## src/rtl/result_chk_pkg.sv

```systemverilog
// Shared types and constants for the result_checker monitor: FSM states,
// error codes, traffic-light encodings and the dice successor function.
package result_chk_pkg;

  typedef enum logic [1:0] {
    ST_SYNC   = 2'd0,
    ST_DICE   = 2'd1,
    ST_LIGHTS = 2'd2
  } state_e;

  localparam logic [1:0] ERR_NONE     = 2'b00;
  localparam logic [1:0] ERR_MISMATCH = 2'b01;
  localparam logic [1:0] ERR_ILLEGAL  = 2'b10;

  // Lights encoding is {red, amb, gre}.
  localparam logic [2:0] L_RED    = 3'b100;
  localparam logic [2:0] L_REDAMB = 3'b110;
  localparam logic [2:0] L_GRE    = 3'b001;
  localparam logic [2:0] L_AMB    = 3'b010;

  // Next dice face: 0/7 recover to 1, a roll advances 1..6 cyclically.
  function automatic logic [2:0] dice_next(input logic [2:0] prev, input logic rolled);
    logic [2:0] nxt;
    if ((prev == 3'd0) || (prev == 3'd7)) begin
      nxt = 3'd1;
    end else if (rolled) begin
      nxt = (prev == 3'd6) ? 3'd1 : prev + 3'd1;
    end else begin
      nxt = prev;
    end
    return nxt;
  endfunction

endpackage

```

## src/rtl/result_predictor.sv

```systemverilog
// Combinational prediction of the legal next result value from the previous
// observed value; flags previous lights codes outside the four-step cycle.
module result_predictor
  import result_chk_pkg::*;
(
  input  logic [2:0] prev_i,
  input  logic       prev_button_i,
  input  logic       mode_i,
  output logic [2:0] expected_o,
  output logic       illegal_o
);

  always_comb begin
    expected_o = 3'd0;
    illegal_o  = 1'b0;
    if (mode_i) begin
      case (prev_i)
        L_RED:    expected_o = L_REDAMB;
        L_REDAMB: expected_o = L_GRE;
        L_GRE:    expected_o = L_AMB;
        L_AMB:    expected_o = L_RED;
        default: begin
          expected_o = L_RED;
          illegal_o  = 1'b1;
        end
      endcase
    end else begin
      expected_o = dice_next(prev_i, prev_button_i);
    end
  end

endmodule

```

## config.mk

```make
export PLATFORM = sky130hd
export DESIGN_NAME = result_predictor
export DESIGN_NICKNAME = d
export VERILOG_FILES = /design/src/rtl/result_chk_pkg.sv /design/src/rtl/result_predictor.sv
export SDC_FILE = /design/constraint.sdc
export NUM_CORES = 1
export LEC_CHECK = 0
export BUFFER_PORTS_ARGS = -buffer_cell sky130_fd_sc_hd__buf_2
export CAP_MARGIN = 20
export CORE_AREA = 4 4 41 43
export DETAILED_ROUTE_END_ITERATION = 12
export DIE_AREA = 0 0 45 47
export PLACE_DENSITY = 0.33
export REMOVE_ABC_BUFFERS = 1
export SLEW_MARGIN = 20
export SYNTH_ARGS = -nofsm -noshare
export SYNTH_HDL_FRONTEND = slang
export SYNTH_SLANG_ARGS = --single-unit
```

## constraint.sdc

```tcl
create_clock -name vclk -period 1
set_input_delay 0.1 -clock vclk [all_inputs]
set_output_delay 0.1 -clock vclk [all_outputs]
set_load 0.05 [all_outputs]
```

* Yosys cells after proc, flatten, opt, wreduce, memory -nomap -nowiden
Cells that the tools add are included.
** Storage, ports and cells
- Bits in registers :: 0
- Output and inout bits :: 4
- Logic and storage cells :: 16
** Cells by class
- Add/subtract/negate cells :: 1
- Eq/ne operators :: 5
- Multiplexer cells :: 7
- Reductions and logical operators :: 3
** Operator list (count)
- 3-bit 2-to-1 mux :: 4
- 3-bit == test, second input constant :: 3
- 3-bit case mux with 3 select lines :: 1
- 4-bit OR reduction :: 1
- 3-bit by 1-bit adder with 3-bit output, second input constant :: 1
- 3-bit by 1-bit == test with 1-bit output, second input constant :: 1
- 3-bit by 2-bit == test with 1-bit output, second input constant :: 1
- 3-bit logical NOT :: 1
- 1-bit 2-to-1 mux :: 2
- 1-bit logical OR :: 1

* Longest topological paths before layout
Gate-level depths: netlist of run 1.
- Depth after elaboration :: 5
- Gate-level depth with buffers :: 4
- Gate-level depth less buffers :: 3

* Least setup slack after synthesis of run 1
Ideal clock, no wire load.
- Path type :: in2out
- From :: input prev_i[0]
- To :: output expected_o[2]
- Data arrival time :: 1.402 ns
- Data required time :: 0.900 ns
- Slack :: -0.502 ns
- Stages on the path :: 4
- Path buffers :: 1
- Path through :: buf_2 > a21oi_1 > o221a_2 > a31oi_1
** Between the ends
- Longest elaborated chain between the ends :: 5
- Elaborated cells between the ends (all ways) :: 12
** Ends and longest elaborated chain
- from (decl) :: RTL line result_predictor.sv:6 : input logic [2:0] prev_i,
- 3-bit by 1-bit adder with 3-bit output or 3-bit == test (tied branches) :: RTL line result_chk_pkg.sv:27, result_predictor.sv:17
- 3-bit 2-to-1 mux :: RTL line result_chk_pkg.sv:27 : nxt = (prev == 3'd6) ? 3'd1 : prev + 3'd1;
- 3-bit 2-to-1 mux :: RTL line result_chk_pkg.sv:26 : end else if (rolled) begin
- 3-bit 2-to-1 mux :: RTL line result_chk_pkg.sv:24 : if ((prev == 3'd0) || (prev == 3'd7)) begin
- 3-bit 2-to-1 mux * :: RTL line result_predictor.sv:16 : if (mode_i) begin
- to (decl) :: RTL line result_predictor.sv:9 : output logic [2:0] expected_o,
Mark *: on every way between the ends. The rest lies on a longest branch, timed or not.

* Final worst setup path of run 1
- From :: input prev_i[0]
- To :: output illegal_o
** Between the ends
- Longest elaborated chain between the ends :: 4
- Elaborated cells between the ends (all ways) :: 7
** Ends and longest elaborated chain
- 3-bit == test, or another cell as far along :: RTL line result_predictor.sv:17 : case (prev_i)
- 4-bit OR reduction (no line) *
- 1-bit 2-to-1 mux * :: RTL line result_predictor.sv:17
- 1-bit 2-to-1 mux * :: RTL line result_predictor.sv:16
- to (decl) :: RTL line result_predictor.sv:10 : output logic illegal_o
Marks and branches as above.

==> summary.txt, run 1 <==
Logic synthesis
  – Synthesized area: 139 um2
  – Share of the yosys chip area belonging to registers: 0
  – Syn_area_per_cell: 6.94 um2
  – Synth top area cells: mux2_4 11%, o221a_2 8.1%, a21oi_1 7.2%
  – Synth unique cells: 17
  – Mapped Cells: 20
  – Cell taking the most area after synthesis: mux2_4
  – Synthesis Warnings: 0
  – Post-synth top area share: 0.108

Finish
  – Num sequential: 0
  – Fin nets: 48
  – Commonest non-fill, non-tap cell in the layout: buf_4
  – Synth-to-Final Area Change: 186%
  – Commonest non-fill, non-tap cells in the layout: 13 x buf_4, 5 x buf_6, 2 x buf_12
  – Antenna Cells: 0
  – Final Cell Area: 397 um2
  – Register Area: 0 um2
  – Clock buffer count: 0
  – Share of layout cells above drive strength 1: 0.756
  – Final core occ: 0.305

Power and ir drop
  – P per Cell Area: 580 nW/um2
  – LEAKAGE: around 0.18 nW
  – Worst IR Drop VDD: 193 uV

Placement
  – Post-DP Area: around 280 um2
  – Placer Congestion: between 0.7 and 0.8
  – Port Buffers: 9
  – DP Worst Slack: -0.221 ns
  – HPWL after detailed placement: 472 um

Worst setup path
  – Critical path's slowest cell: or3_1
  – Crit path required time: 0.90 ns
  – CP peak stage delay: 0.31 ns
  – Critical path, cell by cell: buf_12 > buf_12 > or3_1 > a21oi_1 > buf_4
  – CP Buf/Inv Count: 3
  – Setup CP Type: in -> out
  – Family with the most delay on the worst path: buffers and inverters
  – Crit start category: primary input
  – Most used cell, CP: buf_12
  – CP max FO: 5
  – CP Data Arrival Time: 1.00 ns
  – Endpoint type of the worst setup path: primary output

Floorplanning
  – Die width: 45 um
  – Full die area: between 2000 and 2500 um2
  – Starting Density: 0.107
  – Core Region: about 1300 um2
  – Core Rows: 13
  – Die Y: 47 um
  – I/O Pins: 9

Outcome
  – Failing checks: setup timing
  – Status: finished, violations left

Global route
  – GRT Total Usage: 0.0685
  – Number of global-route vias before repair: 268
  – Largest net degree at the start of global routing: 6
  – Gr ovfl total: 0
  – Global-route wire length before repair: 1.14 mm
  – Initial antenna violation count: 0

Drt
  – Total number of vias: between 200 and 250
  – 1st-iter DRT viols: 4
  – TritonRoute pass-1 iters: 2
  – Drt wl/cell: 10.8 um
  – Detail Route Antenna Nets: 0
  – Residual DRC: 0
  – Vias per Instance: 4.16
  – WL final: roughly 600 um

Timing
  – Max-slew headroom: 0.856
  – Post-route setup TNS: -0.227 ns
  – Minimum clock period: 1.10 ns
  – Final hold slack: 0.631 ns
  – Tcrit/Tclk final: 1.10
  – Setup WS post-layout: -0.101 ns
  – Slew @ Worst Pin: 0.215 ns
  – Max Slew Vio Count: 0
  – Fmax achieved: just over 900 MHz
  – RSZ-0062 raised after global routing: yes
  – Final Hold Fails: 0
  – # setup viols final: 3

Worst hold path
  – Hold crit path type: in -> out

Flow run
  – Maxcap violations: 0
==> timing repair <==
action	4_1_cts	5_1_grt
setup buffers	1	3
resized for setup	14	12
pin swaps	4	4
hold buffers	0	0
setup endpoints to repair	4	4
==> where the power goes <==
group          internal, W  total (W)  leakage, nW  switching (W)
combinational     0.000116   0.000230        0.184       0.000114
clock                    0          0            0              0
sequential               0          0            0              0
total             0.000116   0.000230        0.184       0.000114
==> stage by stage <==
stage          power [W]  cells
2_1_floorplan  0.0000938     19
3_3_place_gp    0.000168     52
3_5_place_dp    0.000171     52
4_1_cts         0.000201     53
5_1_grt         0.000245     56
6_report        0.000230     56
==> cells in the mapped netlist <==
cell	instances
xor2_1	1
nor3_1	1
a31oi_1	1
a32o_1	1
buf_2	1
mux2i_1	1
mux2_4	1
nor2_1	1
inv_1	2
nor4_1	1
or3_1	1
a311o_1	1
o221a_2	1
maj3_1	1
inv_2	1
o21ai_0	2
a21oi_1	2
==> cell type report <==
class,instances,area [um2]
timing repair buffer,22,214
multi-input combinational,16,150
fill,143,905
inverter,3,13.8
tap,15,18.8
==> layer usage <==
layer	track usage	part of all wire	up-vias
met4	0.0175	0	0
met5	0	0	-
met1	0.0809	0.38	108
met2	0.133	0.59	4
met3	0.00383	0.027	0
li1	-	-	121
==> logic make-up (layout without fill, tap and decap cells) <==
logic type / after synthesis / count (layout) / share of synthesized area
compound gates: 8 / 8 / 0.414
xor+xnor: 1 / 1 / 0.0631
fa+ha+maj: 1 / 1 / 0.0721
buf+inv: 4 / 25 / 0.117
mux: 2 / 2 / 0.180
simple gates: 4 / 4 / 0.153
==> path summary, 6_finish.rpt <==
check                 slack, ns  startpoint         to  cells past startpoint
worst max-delay path      -0.10   prev_i[0]  illegal_o                      5
worst min-delay path       0.63   prev_i[2]  illegal_o                      4
==> tightest hold or removal path: cells and delay by family <==
family                 cells  cell delay (ns)
buffers and inverters      2             0.27
AND/OR/NAND/NOR            1             0.10
AO/OA/AOI/OAI              1             0.06
Power figures use the tool's default switching activity.
==> inputs of run 2 (changes only) <==
--- a/config.mk
+++ b/config.mk
@@ -5,12 +5,13 @@
 export SDC_FILE = /design/constraint.sdc
 export NUM_CORES = 1
 export LEC_CHECK = 0
+export ABC_AREA = 1
 export BUFFER_PORTS_ARGS = -buffer_cell sky130_fd_sc_hd__buf_2
 export CAP_MARGIN = 20
 export CORE_AREA = 4 4 41 43
 export DETAILED_ROUTE_END_ITERATION = 12
 export DIE_AREA = 0 0 45 47
-export PLACE_DENSITY = 0.33
+export PLACE_DENSITY = 0.34
 export REMOVE_ABC_BUFFERS = 1
 export SLEW_MARGIN = 20
 export SYNTH_ARGS = -nofsm -noshare
==> run 2 against run 1 <==
- the run now ends clean
- die area did not move
- sequential cell count did not move
- via count rose by 2.1%
- sequential share of layout area did not move
- combinational power fell by 22%
- area after synthesis rose by 8.1%
- power fell by 22%
- clock-buffer cell count did not move
- critical endpoint is now expected_o[1]
==> summary.txt, run 2 <==
Placement
  – Dpl cells: 61 (+17%)
  – HPWL after detailed placement: 408 um (-14%)
  – Post-DP Area: 221 um2 (-20%)
  – Port Buffers: 9 (unchanged)
  – Placer Congestion: 0.765 (-0.73%)
  – DP Worst Slack: -0.0476 ns (+0.173 ns)

Logic synthesis
  – Mapped Cells: 36 (+80%)
  – Cell taking the most area after synthesis: nand2_1
  – Post-synth top area share: 0.400 (+0.292)
  – Synthesis Warnings: 0 (unchanged)
  – Post-synth top cells: 16 x nand2_1, 5 x inv_1, 5 x nor2_1
  – Count leader, synth: nand2_1
  – Synth top area cells: nand2_1 40%, nand3_1 13%, inv_1 13%
  – Synth unique cells: 10 (-7)
  – Synthesized area: 150 um2 (+8.1%)
  – Syn_area_per_cell: 4.17 um2 (-40%)
  – Share of the yosys chip area belonging to registers: 0 (unchanged)

Timing
  – Minimum clock period: 0.923 ns (-0.177 ns)
  – Post-route setup TNS: 0 ns (+0.227 ns)
  – Final Hold Fails: 0 (unchanged)
  – Tcrit/Tclk final: 0.923 (-0.177)
  – Fmax achieved: 1080 MHz (+19%)
  – # setup viols final: 0 (-3)
  – Max-slew headroom: 0.907 (+0.0514)
  – RSZ-0062 raised after global routing: no
  – Setup WS post-layout: 0.0765 ns (+0.177 ns)
  – Slew @ Worst Pin: 0.138 ns (-0.0768 ns)
  – Max Slew Vio Count: 0 (unchanged)

Worst setup path
  – Endpoint type of the worst setup path: primary output
  – Crit start category: primary input
  – Critical path, cell by cell: buf_4 > inv_2 > nand2_1 > nand2_1 > nor2_1 > nand3_1 > nand2_1 > buf_6
  – Crit path required time: 0.90 ns (about the same)
  – CP max FO: 5 (unchanged)
  – CP Data Arrival Time: 0.82 ns (-0.18 ns)
  – Setup CP Type: in -> out
  – Critical path's slowest cell: buf_6
  – CP peak stage delay: 0.16 ns (-0.15 ns)
  – Most used cell, CP: nand2_1

Finish
  – Non-Filler Instances: 62 (+11%)
  – Clock buffer count: 0 (unchanged)
  – Fin nets: 54 (+13%)
  – Num sequential: 0 (unchanged)
  – Antenna Cells: 0 (unchanged)
  – Commonest non-fill, non-tap cells in the layout: 16 x nand2_1, 5 x buf_6, 4 x nand3_1, 4 x inv_1, 4 x buf_4
  – Fill cells: 158 (+10%)
  – Commonest non-fill, non-tap cell in the layout: nand2_1
  – Final core occ: 0.217 (-0.0875)
  – Share of layout cells above drive strength 1: 0.362 (-0.394)
  – Final Cell Area: 283 um2 (-29%)
  – Register Area: 0 um2 (unchanged)
  – Synth-to-Final Area Change: 88.3%

Floorplanning
  – Die width: 45 um (unchanged)
  – Die Y: 47 um (unchanged)
  – Core Rows: 13 (unchanged)
  – Core Region: 1300 um2 (unchanged)
  – Starting Density: 0.115 (+0.00865)
  – Full die area: 2120 um2 (unchanged)
  – I/O Pins: 9 (unchanged)

Global route
  – GRT Total Usage: 0.0488 (-0.0197)
  – Number of global-route vias before repair: 209 (-22%)
  – Gr ovfl total: 0 (unchanged)
  – Global-route wire length before repair: 828 um (-27%)
  – Initial antenna violation count: 0 (unchanged)
  – Largest net degree at the start of global routing: 8 (+2)

Drt
  – Residual DRC: 0 (unchanged)
  – Detail Route Antenna Nets: 0 (unchanged)
  – Drt wl/cell: 8.26 um (-23%)
  – WL final: 512 um (-15%)
  – Vias per Instance: 3.84 (-7.7%)
  – Total number of vias: 238 (+2.1%)
  – TritonRoute pass-1 iters: 3 (+1)
  – 1st-iter DRT viols: 3 (-1)
  – Max layer used: met3
  – Metal1 wirelength: 264 um (+16%)
  – DR WL met3: 43 um (+170%)
  – Met2 WL post-DR: 204 um (-43%)

Power and ir drop
  – Comb pwr share: 1.000 (about the same)
  – P per Cell Area: 632 nW/um2 (+9.1%)
  – Worst IR Drop VDD: 169 uV (-13%)
  – Internal: 0.0000661 W (-43%)
  – Clock share of power: 0 (unchanged)
  – Sw frac: 0.630 (+0.133)
  – LEAKAGE: 0.160 nW (-13%)
  – Seq pwr share: 0 (unchanged)
  – Switching Power: 0.000113 W (-1.4%)

Flow run
  – Maxcap violations: 0 (unchanged)

Outcome
  – Status: complete, no violations

Worst hold path
  – Hold crit path type: in -> out

Clocking
  – Hold-fix buffers at CTS: 0 (unchanged)
-- run 2: final cells by class --
cell class | count | area, um2 | area share
multi-input cells | 30 | 143 | 0.504
repair buffers | 11 | 96.3 | 0.341
inverters | 6 | 25.0 | 0.0885
well taps | 15 | 18.8 | 0.0664
-- run 2: routing by layer --
metal	GRT usage	vias to the layer above
li1	-	133
met1	0.0764	98
met2	0.0734	7
met3	0.00766	0
met4	0	0
met5	0	-
-- run 2: logic make-up (layout without fill, tap and decap cells) --
kind of cell,after synthesis,in the layout,synth area share
AO/OA/AOI/OAI,3,3,0.117
AND/OR/NAND/NOR,27,27,0.733
buffers and inverters,6,17,0.150
-- run 2: worst max-delay path, delay by kind of cell --
kind,cells,cell delay [ns]
simple gates,5,0.41
buf+inv,3,0.32
-- run 2: power by group through the flow --
stage               combinational, W  clock, W  sequential, W
CTS                         0.000149         0              0
detailed placement          0.000141         0              0
finish                      0.000179         0              0
floorplan                  0.0000989         0              0
global route                0.000195         0              0
global placement            0.000143         0              0
-- run 2: what timing repair did --
action,CTS,global route
buffers inserted,0,1
pin swaps,0,5
endpoints found under the setup margin,3,4
gates resized for setup,3,18
-- run 2: stage by stage --
| stage | total power, W | hold slack (ns) |
|---|---|---|
| after CTS | 0.000149 | 0.590 |
| after floorplan | 0.0000989 | 0.477 |
| after detailed placement | 0.000141 | 0.608 |
| final | 0.000179 | 0.571 |
| after global routing | 0.000195 | 0.585 |
| after global placement | 0.000143 | 0.611 |
-- run 2: final timing paths --
kind,from,end,slack (ns),depth (start not counted)
setup / recovery,prev_i[2],expected_o[1],0.08,8
hold / removal,mode_i,expected_o[1],0.57,4
